$ cat config.mk
export PLATFORM = sky130hd
export DESIGN_NAME = wbu_commit_stage_flat
export DESIGN_NICKNAME = d
export VERILOG_FILES = /design/src/rtl/wbu_commit_stage_if.sv /design/src/rtl/wbu_commit_stage.sv /design/src/flat_wrapper.sv
export SDC_FILE = /design/constraint.sdc
export NUM_CORES = 2
export LEC_CHECK = 0
export ABC_AREA = 1
export BUFFER_PORTS_ARGS = -buffer_cell sky130_fd_sc_hd__buf_2
export CORE_MARGIN = 5
export CORE_UTILIZATION = 35
export CTS_CLUSTER_SIZE = 20
export DETAILED_ROUTE_END_ITERATION = 8
export PLACE_DENSITY = 0.48
export SLEW_MARGIN = 20
export SYNTH_ARGS = -nofsm -noshare
export SYNTH_HDL_FRONTEND = slang
export SYNTH_SLANG_ARGS = --single-unit
export TNS_END_PERCENT = 5
$ cat constraint.sdc
create_clock -name clk -period 3.45 [get_ports clk]
set_input_delay 0.5175 -clock clk [delete_from_list [all_inputs] [get_ports clk]]
set_output_delay 0.5175 -clock clk [all_outputs]
set_load 0.01 [all_outputs]
$ cat src/rtl/wbu_commit_stage_if.sv
// LSU -> write-back bundle: one retiring instruction offered under m_valid/w_ready.
// Handshake: a transfer happens on a rising clk edge where m_valid && w_ready; the
// master holds every payload field stable while m_valid is high and w_ready is low.
interface wbu_commit_stage_if #(
  parameter int DATA_WIDTH = 32,
  parameter int RADDR_W    = 5
);
  logic                  m_valid;
  logic                  w_ready;
  logic [DATA_WIDTH-1:0] alu_result;
  logic [DATA_WIDTH-1:0] read_data;
  logic [DATA_WIDTH-1:0] pc;
  logic [DATA_WIDTH-1:0] csr_rdata;
  logic [1:0]            res_src;
  logic [2:0]            load_op;
  logic [RADDR_W-1:0]    rd;
  logic                  reg_write;

  modport master (
    output m_valid, alu_result, read_data, pc, csr_rdata, res_src, load_op, rd, reg_write,
    input  w_ready
  );

  modport slave (
    input  m_valid, alu_result, read_data, pc, csr_rdata, res_src, load_op, rd, reg_write,
    output w_ready
  );
endinterface

$ cat src/rtl/wbu_commit_stage.sv
// Write-back/commit stage: load align/extend, result select, integer regfile with
// write-through read ports, and a one-cycle commit pulse per retired instruction.
module wbu_commit_stage #(
  parameter int DATA_WIDTH = 32,
  parameter int RADDR_W    = 5
) (
  input  logic                  clk,
  input  logic                  rstn,
  wbu_commit_stage_if.slave     lsu,
  input  logic [RADDR_W-1:0]    rs1,
  input  logic [RADDR_W-1:0]    rs2,
  output logic [DATA_WIDTH-1:0] rs1_data,
  output logic [DATA_WIDTH-1:0] rs2_data,
  output logic                  commit_valid,
  output logic [DATA_WIDTH-1:0] commit_pc,
  output logic                  load_err,
  output logic                  dbg_state_o
);

  localparam int NREG = 2 ** RADDR_W;

  typedef enum logic {
    IDLE  = 1'b0,
    WRITE = 1'b1
  } state_t;

  state_t                state_q;
  logic                  w_ready_q;
  logic                  commit_valid_q;
  logic [DATA_WIDTH-1:0] commit_pc_q;
  logic                  load_err_q;
  logic [DATA_WIDTH-1:0] wdata_q;
  logic [RADDR_W-1:0]    rd_q;
  logic                  we_q;
  logic [DATA_WIDTH-1:0] rf_q [NREG];

  logic [1:0]            off;
  logic [DATA_WIDTH-1:0] byte_sh;
  logic [DATA_WIDTH-1:0] half_sh;
  logic [DATA_WIDTH-1:0] load_val;
  logic                  ld_bad;
  logic                  load_err_d;
  logic [DATA_WIDTH-1:0] result_d;
  logic                  we_d;

  assign off     = lsu.alu_result[1:0];
  assign byte_sh = lsu.read_data >> {off, 3'b000};
  assign half_sh = lsu.read_data >> {off[1], 4'b0000};

  always_comb begin
    load_val = lsu.read_data;
    ld_bad   = 1'b0;
    case (lsu.load_op)
      3'd0: load_val = {{(DATA_WIDTH-8){byte_sh[7]}}, byte_sh[7:0]};
      3'd4: load_val = {{(DATA_WIDTH-8){1'b0}}, byte_sh[7:0]};
      3'd1: begin
        load_val = {{(DATA_WIDTH-16){half_sh[15]}}, half_sh[15:0]};
        ld_bad   = off[0];
      end
      3'd5: begin
        load_val = {{(DATA_WIDTH-16){1'b0}}, half_sh[15:0]};
        ld_bad   = off[0];
      end
      3'd2:    ld_bad = |off;
      default: ld_bad = 1'b1;
    endcase
  end

  // A bad load_op/alignment only matters when the memory result is the one retired.
  assign load_err_d = (lsu.res_src == 2'd1) && ld_bad;
  assign we_d       = lsu.reg_write && (lsu.rd != '0) && !load_err_d;

  always_comb begin
    result_d = lsu.alu_result;
    case (lsu.res_src)
      2'd1:    result_d = load_val;
      2'd2:    result_d = lsu.pc + DATA_WIDTH'(4);
      2'd3:    result_d = lsu.csr_rdata;
      default: result_d = lsu.alu_result;
    endcase
  end

  // The one-entry buffer holds the already-resolved write, so WRITE only commits it.
  always_ff @(posedge clk) begin
    if (!rstn) begin
      state_q        <= IDLE;
      w_ready_q      <= 1'b1;
      commit_valid_q <= 1'b0;
      commit_pc_q    <= '0;
      load_err_q     <= 1'b0;
      wdata_q        <= '0;
      rd_q           <= '0;
      we_q           <= 1'b0;
      for (int i = 0; i < NREG; i++) rf_q[i] <= '0;
    end else begin
      case (state_q)
        IDLE: begin
          commit_valid_q <= 1'b0;
          load_err_q     <= 1'b0;
          if (lsu.m_valid && w_ready_q) begin
            state_q        <= WRITE;
            w_ready_q      <= 1'b0;
            commit_valid_q <= 1'b1;
            commit_pc_q    <= lsu.pc;
            load_err_q     <= load_err_d;
            wdata_q        <= result_d;
            rd_q           <= lsu.rd;
            we_q           <= we_d;
          end
        end
        WRITE: begin
          if (we_q) rf_q[rd_q] <= wdata_q;
          state_q        <= IDLE;
          w_ready_q      <= 1'b1;
          commit_valid_q <= 1'b0;
          load_err_q     <= 1'b0;
        end
        default: begin
          state_q   <= IDLE;
          w_ready_q <= 1'b1;
        end
      endcase
    end
  end

  // A reset arriving during WRITE cancels the retire, so the pulse is masked at once.
  assign commit_valid = commit_valid_q & rstn;
  assign load_err     = load_err_q & rstn;
  assign commit_pc    = commit_pc_q;
  assign lsu.w_ready  = w_ready_q;
  assign dbg_state_o  = (state_q == WRITE);

  always_comb begin
    rs1_data = rf_q[rs1];
    if (rs1 == '0)
      rs1_data = '0;
    else if ((state_q == WRITE) && we_q && (rs1 == rd_q))
      rs1_data = wdata_q;
  end

  always_comb begin
    rs2_data = rf_q[rs2];
    if (rs2 == '0)
      rs2_data = '0;
    else if ((state_q == WRITE) && we_q && (rs2 == rd_q))
      rs2_data = wdata_q;
  end

endmodule
$ cat src/flat_wrapper.sv
// flat-port wrapper written by rule: the top's interface ports become plain ports
module wbu_commit_stage_flat 
#(
  parameter int DATA_WIDTH = 32,
  parameter int RADDR_W    = 5
)
  (clk, rstn, rs1, rs2, rs1_data, rs2_data, commit_valid, commit_pc, load_err, dbg_state_o, lsu_m_valid, lsu_alu_result, lsu_read_data, lsu_pc, lsu_csr_rdata, lsu_res_src, lsu_load_op, lsu_rd, lsu_reg_write, lsu_w_ready);
  wbu_commit_stage_if #(.DATA_WIDTH(DATA_WIDTH), .RADDR_W(RADDR_W)) lsu_i ();
  input  logic clk;
  input  logic rstn;
  input  logic [RADDR_W-1:0] rs1;
  input  logic [RADDR_W-1:0] rs2;
  output logic [DATA_WIDTH-1:0] rs1_data;
  output logic [DATA_WIDTH-1:0] rs2_data;
  output logic commit_valid;
  output logic [DATA_WIDTH-1:0] commit_pc;
  output logic load_err;
  output logic dbg_state_o;
  input wire logic [$bits(lsu_i.m_valid)-1:0] lsu_m_valid;
  input wire logic [$bits(lsu_i.alu_result)-1:0] lsu_alu_result;
  input wire logic [$bits(lsu_i.read_data)-1:0] lsu_read_data;
  input wire logic [$bits(lsu_i.pc)-1:0] lsu_pc;
  input wire logic [$bits(lsu_i.csr_rdata)-1:0] lsu_csr_rdata;
  input wire logic [$bits(lsu_i.res_src)-1:0] lsu_res_src;
  input wire logic [$bits(lsu_i.load_op)-1:0] lsu_load_op;
  input wire logic [$bits(lsu_i.rd)-1:0] lsu_rd;
  input wire logic [$bits(lsu_i.reg_write)-1:0] lsu_reg_write;
  output wire logic [$bits(lsu_i.w_ready)-1:0] lsu_w_ready;
  assign lsu_i.m_valid = lsu_m_valid;
  assign lsu_i.alu_result = lsu_alu_result;
  assign lsu_i.read_data = lsu_read_data;
  assign lsu_i.pc = lsu_pc;
  assign lsu_i.csr_rdata = lsu_csr_rdata;
  assign lsu_i.res_src = lsu_res_src;
  assign lsu_i.load_op = lsu_load_op;
  assign lsu_i.rd = lsu_rd;
  assign lsu_i.reg_write = lsu_reg_write;
  assign lsu_w_ready = lsu_i.w_ready;
  wbu_commit_stage #(.DATA_WIDTH(DATA_WIDTH), .RADDR_W(RADDR_W)) u_core (.clk(clk), .rstn(rstn), .lsu(lsu_i), .rs1(rs1), .rs2(rs2), .rs1_data(rs1_data), .rs2_data(rs2_data), .commit_valid(commit_valid), .commit_pc(commit_pc), .load_err(load_err), .dbg_state_o(dbg_state_o));
endmodule
==> results.toml <==
[timing]
rsz_0062_raised_after_global_routing = "no"
actual_slew_at_the_worst_max_slew_pin_ps = 1083
fmax_ghz = 0.2952
max-slew-margin-rel_pct = 27.71
drv_slew = 0
clock_skew_ps = 34.33
timing_hold_violations_final = 0
final.period_utilization_pct = 98.21
period_minus_slack_ps = 3388
fin_tns_setup_ps = 0
report.final.setup_viol = 0

[die]
ios = 252
rows = 155
fp.dieArea_um2 = 186800
fp.dieW_um = 432.2
dieHeight_um = 432.2
core_area_um2 = 177800
initial_core_util_pct = 35.07

[finish]
nets = 7977
area_delta_synth_final_pct = 15.01
post_route_cells_drive_above_1_share_pct = 11.75
final_cell_count_no_fill = 10290

[synthesis]
synthArstFlopShare_pct = 0
postSynthNetCount = 7934
netlist_top_cells_area = "edfxtp_1 49%, nand2_1 8.4%, nor2_1 8.2%"
mappedNetlistArea_um2 = 62380
synth-seq-area-share_pct = 51.64
library_cells_used_by_synthesis = 35
avgSynthCellArea_um2 = 8.016
synth-edff-count = 1024
synth_ff_type = "edfxtp_1"
yosys.area.top_type = "edfxtp_1"
synthesized_netlist_cell_count = 7781
synth.top_cell.area_share_pct = 49.30
number_of_warnings_reported_in_the_yosys_synthesis_log = 0
ys_ff_latch = 1097

[power]
p_int_mw = 24.29
seq_power_share_pct = 44.8
portion_of_total_power_attributed_to_combinational_logic_pct = 14.7
clkPwrFrac_pct = 40.5
vdd_drop_max_mv = 0.5337
power.switching_fraction_pct = 28.98
total_leakage_power_nw = 27.93
power.density_nw_per_um2 = 476.8
p_sw_mw = 9.912
total_power_mw = 34.20

[clocking]
clkSinkCount = 1097
tritoncts.num_buffers = 135
tritoncts = "done"
clkSlewWorstSetupHoldPaths_ps = 50
h-tree-depth = 4
clock_path_buffers = 3
worst_skew_pair.late_latency_ps = 810
root_buffer = "clkbuf_16"

[drt]
num_vias = 59090
drt-pass1-iter-count = 6
vias_per_cell = 5.744
wl_per_cell_um = 28.47
antenna_violating_nets_post_route = 0
totalWireLength_um = 292900
drt_first_iter_violations = 7329
detail_route.drc_violations = 0

[critical_path]
timing.critical_path.cells = "buf_8 -> buf_12 -> buf_12 -> o21ai_0 -> a21oi_1 -> nor2_1 -> nor2_2 -> a21oi_2 -> buf_4 -> a21oi_1 -> buf_4 -> buf_2"
worst_path_dominant_cell_family = "buffers and inverters"
worst_ep_arrival_time_ps = 2870
critPathRequiredTime_ps = 2930
worst_setup_path_end_kind = "output pin"
element_type_at_the_critical_path_start = "input port"
timing.setup.critical_path_class = "in -> out"
worst-path-max-fanout = 28
critical-path-slowest-cell = "nor2_2"
cp_num_cells = 12
max_stage_delay_ps = 470
path_buf_inv = 6
number_of_cells_on_the_worst_reg_to_reg_path = 7

[grt]
grt_use_total_pct = 30.53
grt.overflow.total = 0
antenna_found_initial = 7
grt_pass1_vias = 56080
maximum_number_of_pins_on_one_net_before_global_route_repair = 92
grt_pass1_wl_um = 410600

[place]
port_buffers = 251
post-place-cells = 10020
dp_hpwl_um = 178900
gp_routability_congestion = 0.8964

[worst_hold_path]
min-delay-path-class = "in -> reg"
holdPathStages = 3

[outcome]
result_of_the_run = "finished, final reports clean"

[flow_run]
drv.max_cap_violation_count = 0
-- repair_timing --
action | in CTS | in global routing
hold buffers | 10 | 0
gates resized for setup | 36 | 8
pin swaps | 2 | 3
cloned | 1 | 0
endpoints found under the setup margin | 61 | 18
buffers inserted | 9 | 2
endpoints found under the hold margin | 10 | 0
-- layer usage --
metal | wire (um) | GRT usage, % | up-vias
met5 | 0 | 0 | -
met2 | 132200 | 48.78 | 3445
met1 | 113600 | 38.64 | 28510
met4 | 18620 | 16.69 | 0
met3 | 28500 | 6.610 | 785
li1 | - | - | 26350
-- worst reg2reg max path, delay by kind of cell (launching register included) --
| family | cells | cell delay, ps |
|---|---|---|
| buf+inv | 2 | 870 |
| flops | 1 | 340 |
| simple gates | 5 | 1210 |
-- cells in the mapped netlist (35+ instances only) --
cell and n:
buf_2 235, clkbuf_1 393, a21oi_1 455, buf_1 35, nor2_1 1360, or2_2 52, dfxtp_1 73, nand3_1 893
o21ai_0 507, inv_1 716, edfxtp_1 1024, nand2_1 1398, o211ai_1 532
-- cell type report --
cell class / instances / area (um2)
Inverter: 727 / 2764
Antenna cell: 4 / 10.01
Timing Repair Buffer: 590 / 4857
Tap cell: 2355 / 2947
Fill cell: 17920 / 106100
Clock inverter: 59 / 488.0
Clock buffer: 183 / 3664
Multi-Input combinational cell: 5273 / 24780
Sequential cell: 1097 / 32230
-- final timing paths --
path	start	endpoint	slack [ps]
worst min-delay path	lsu_pc[0]	u_core.commit_pc[0]	50
worst min register to register	u_core.we_q	u_core.we_q	490
worst max register to register	u_core.dbg_state_o	u_core.rf_q[11][25]	590
worst max-delay path	rs2[0]	rs2_data[19]	60
-- power by group through the flow --
stage          Sequential, mW  Combinational, mW  Clock, mW
2_1_floorplan            15.4               2.74          0
3_3_place_gp             15.6               4.92          0
3_5_place_dp             15.6               4.93          0
4_1_cts                  15.3               4.97       14.0
5_1_grt                  15.3               5.38       14.6
6_report                 15.3               5.04       13.9
-- layout by cell type (no fill, tap or decap), drive strengths merged, types with 3 or more instances in the layout --
cell type,instances
dfxtp,73
nand3,894
nor3,24
edfxtp,1024
diode,4
clkbuf,183
o21ai,512
clkinvlp,5
o22ai,9
inv,724
bufinv,6
dlygate4sd3,10
nand4,13
o21bai,8
o211ai,532
a22o,3
or2,52
nand2,1398
a21oi,457
clkinv,51
buf,580
nor2,1361
-- through the flow --
stage                     area [um2]  hold slack (ps)  worst slack (ps)  utilization, %
after global placement         67220            475.6            -221.1           37.80
after floorplan                62380            452.9             930.2               -
after CTS                      71680            1.051             12.29           40.30
after global routing           71730            30.96             2.133           40.33
after detailed placement       67220            476.1            -229.9           37.80
final                          71740            53.09             61.92           40.34
-- cell families after synthesis --
kind of cell             count (synthesis)  share of synthesized area [%]
AO/OA/AOI/OAI                         1525                          14.47
flip-flops                            1097                          51.64
adder cells (fa/ha/maj)                  1                        0.02006
AND/OR/NAND/NOR                       3745                          24.75
XOR/XNOR                                 2                        0.02809
buffers and inverters                 1411                          9.085
-- registers in the layout (all words and copies together), names as in the netlist --
name                flops
u_core.commit_pc       32
u_core.dbg_state_o      1
u_core.load_err_q       1
u_core.lsu.w_ready      1
u_core.rd_q             5
u_core.rf_q          1024
u_core.wdata_q         32
u_core.we_q             1
Note: power is estimated with default switching activity, not from simulation.
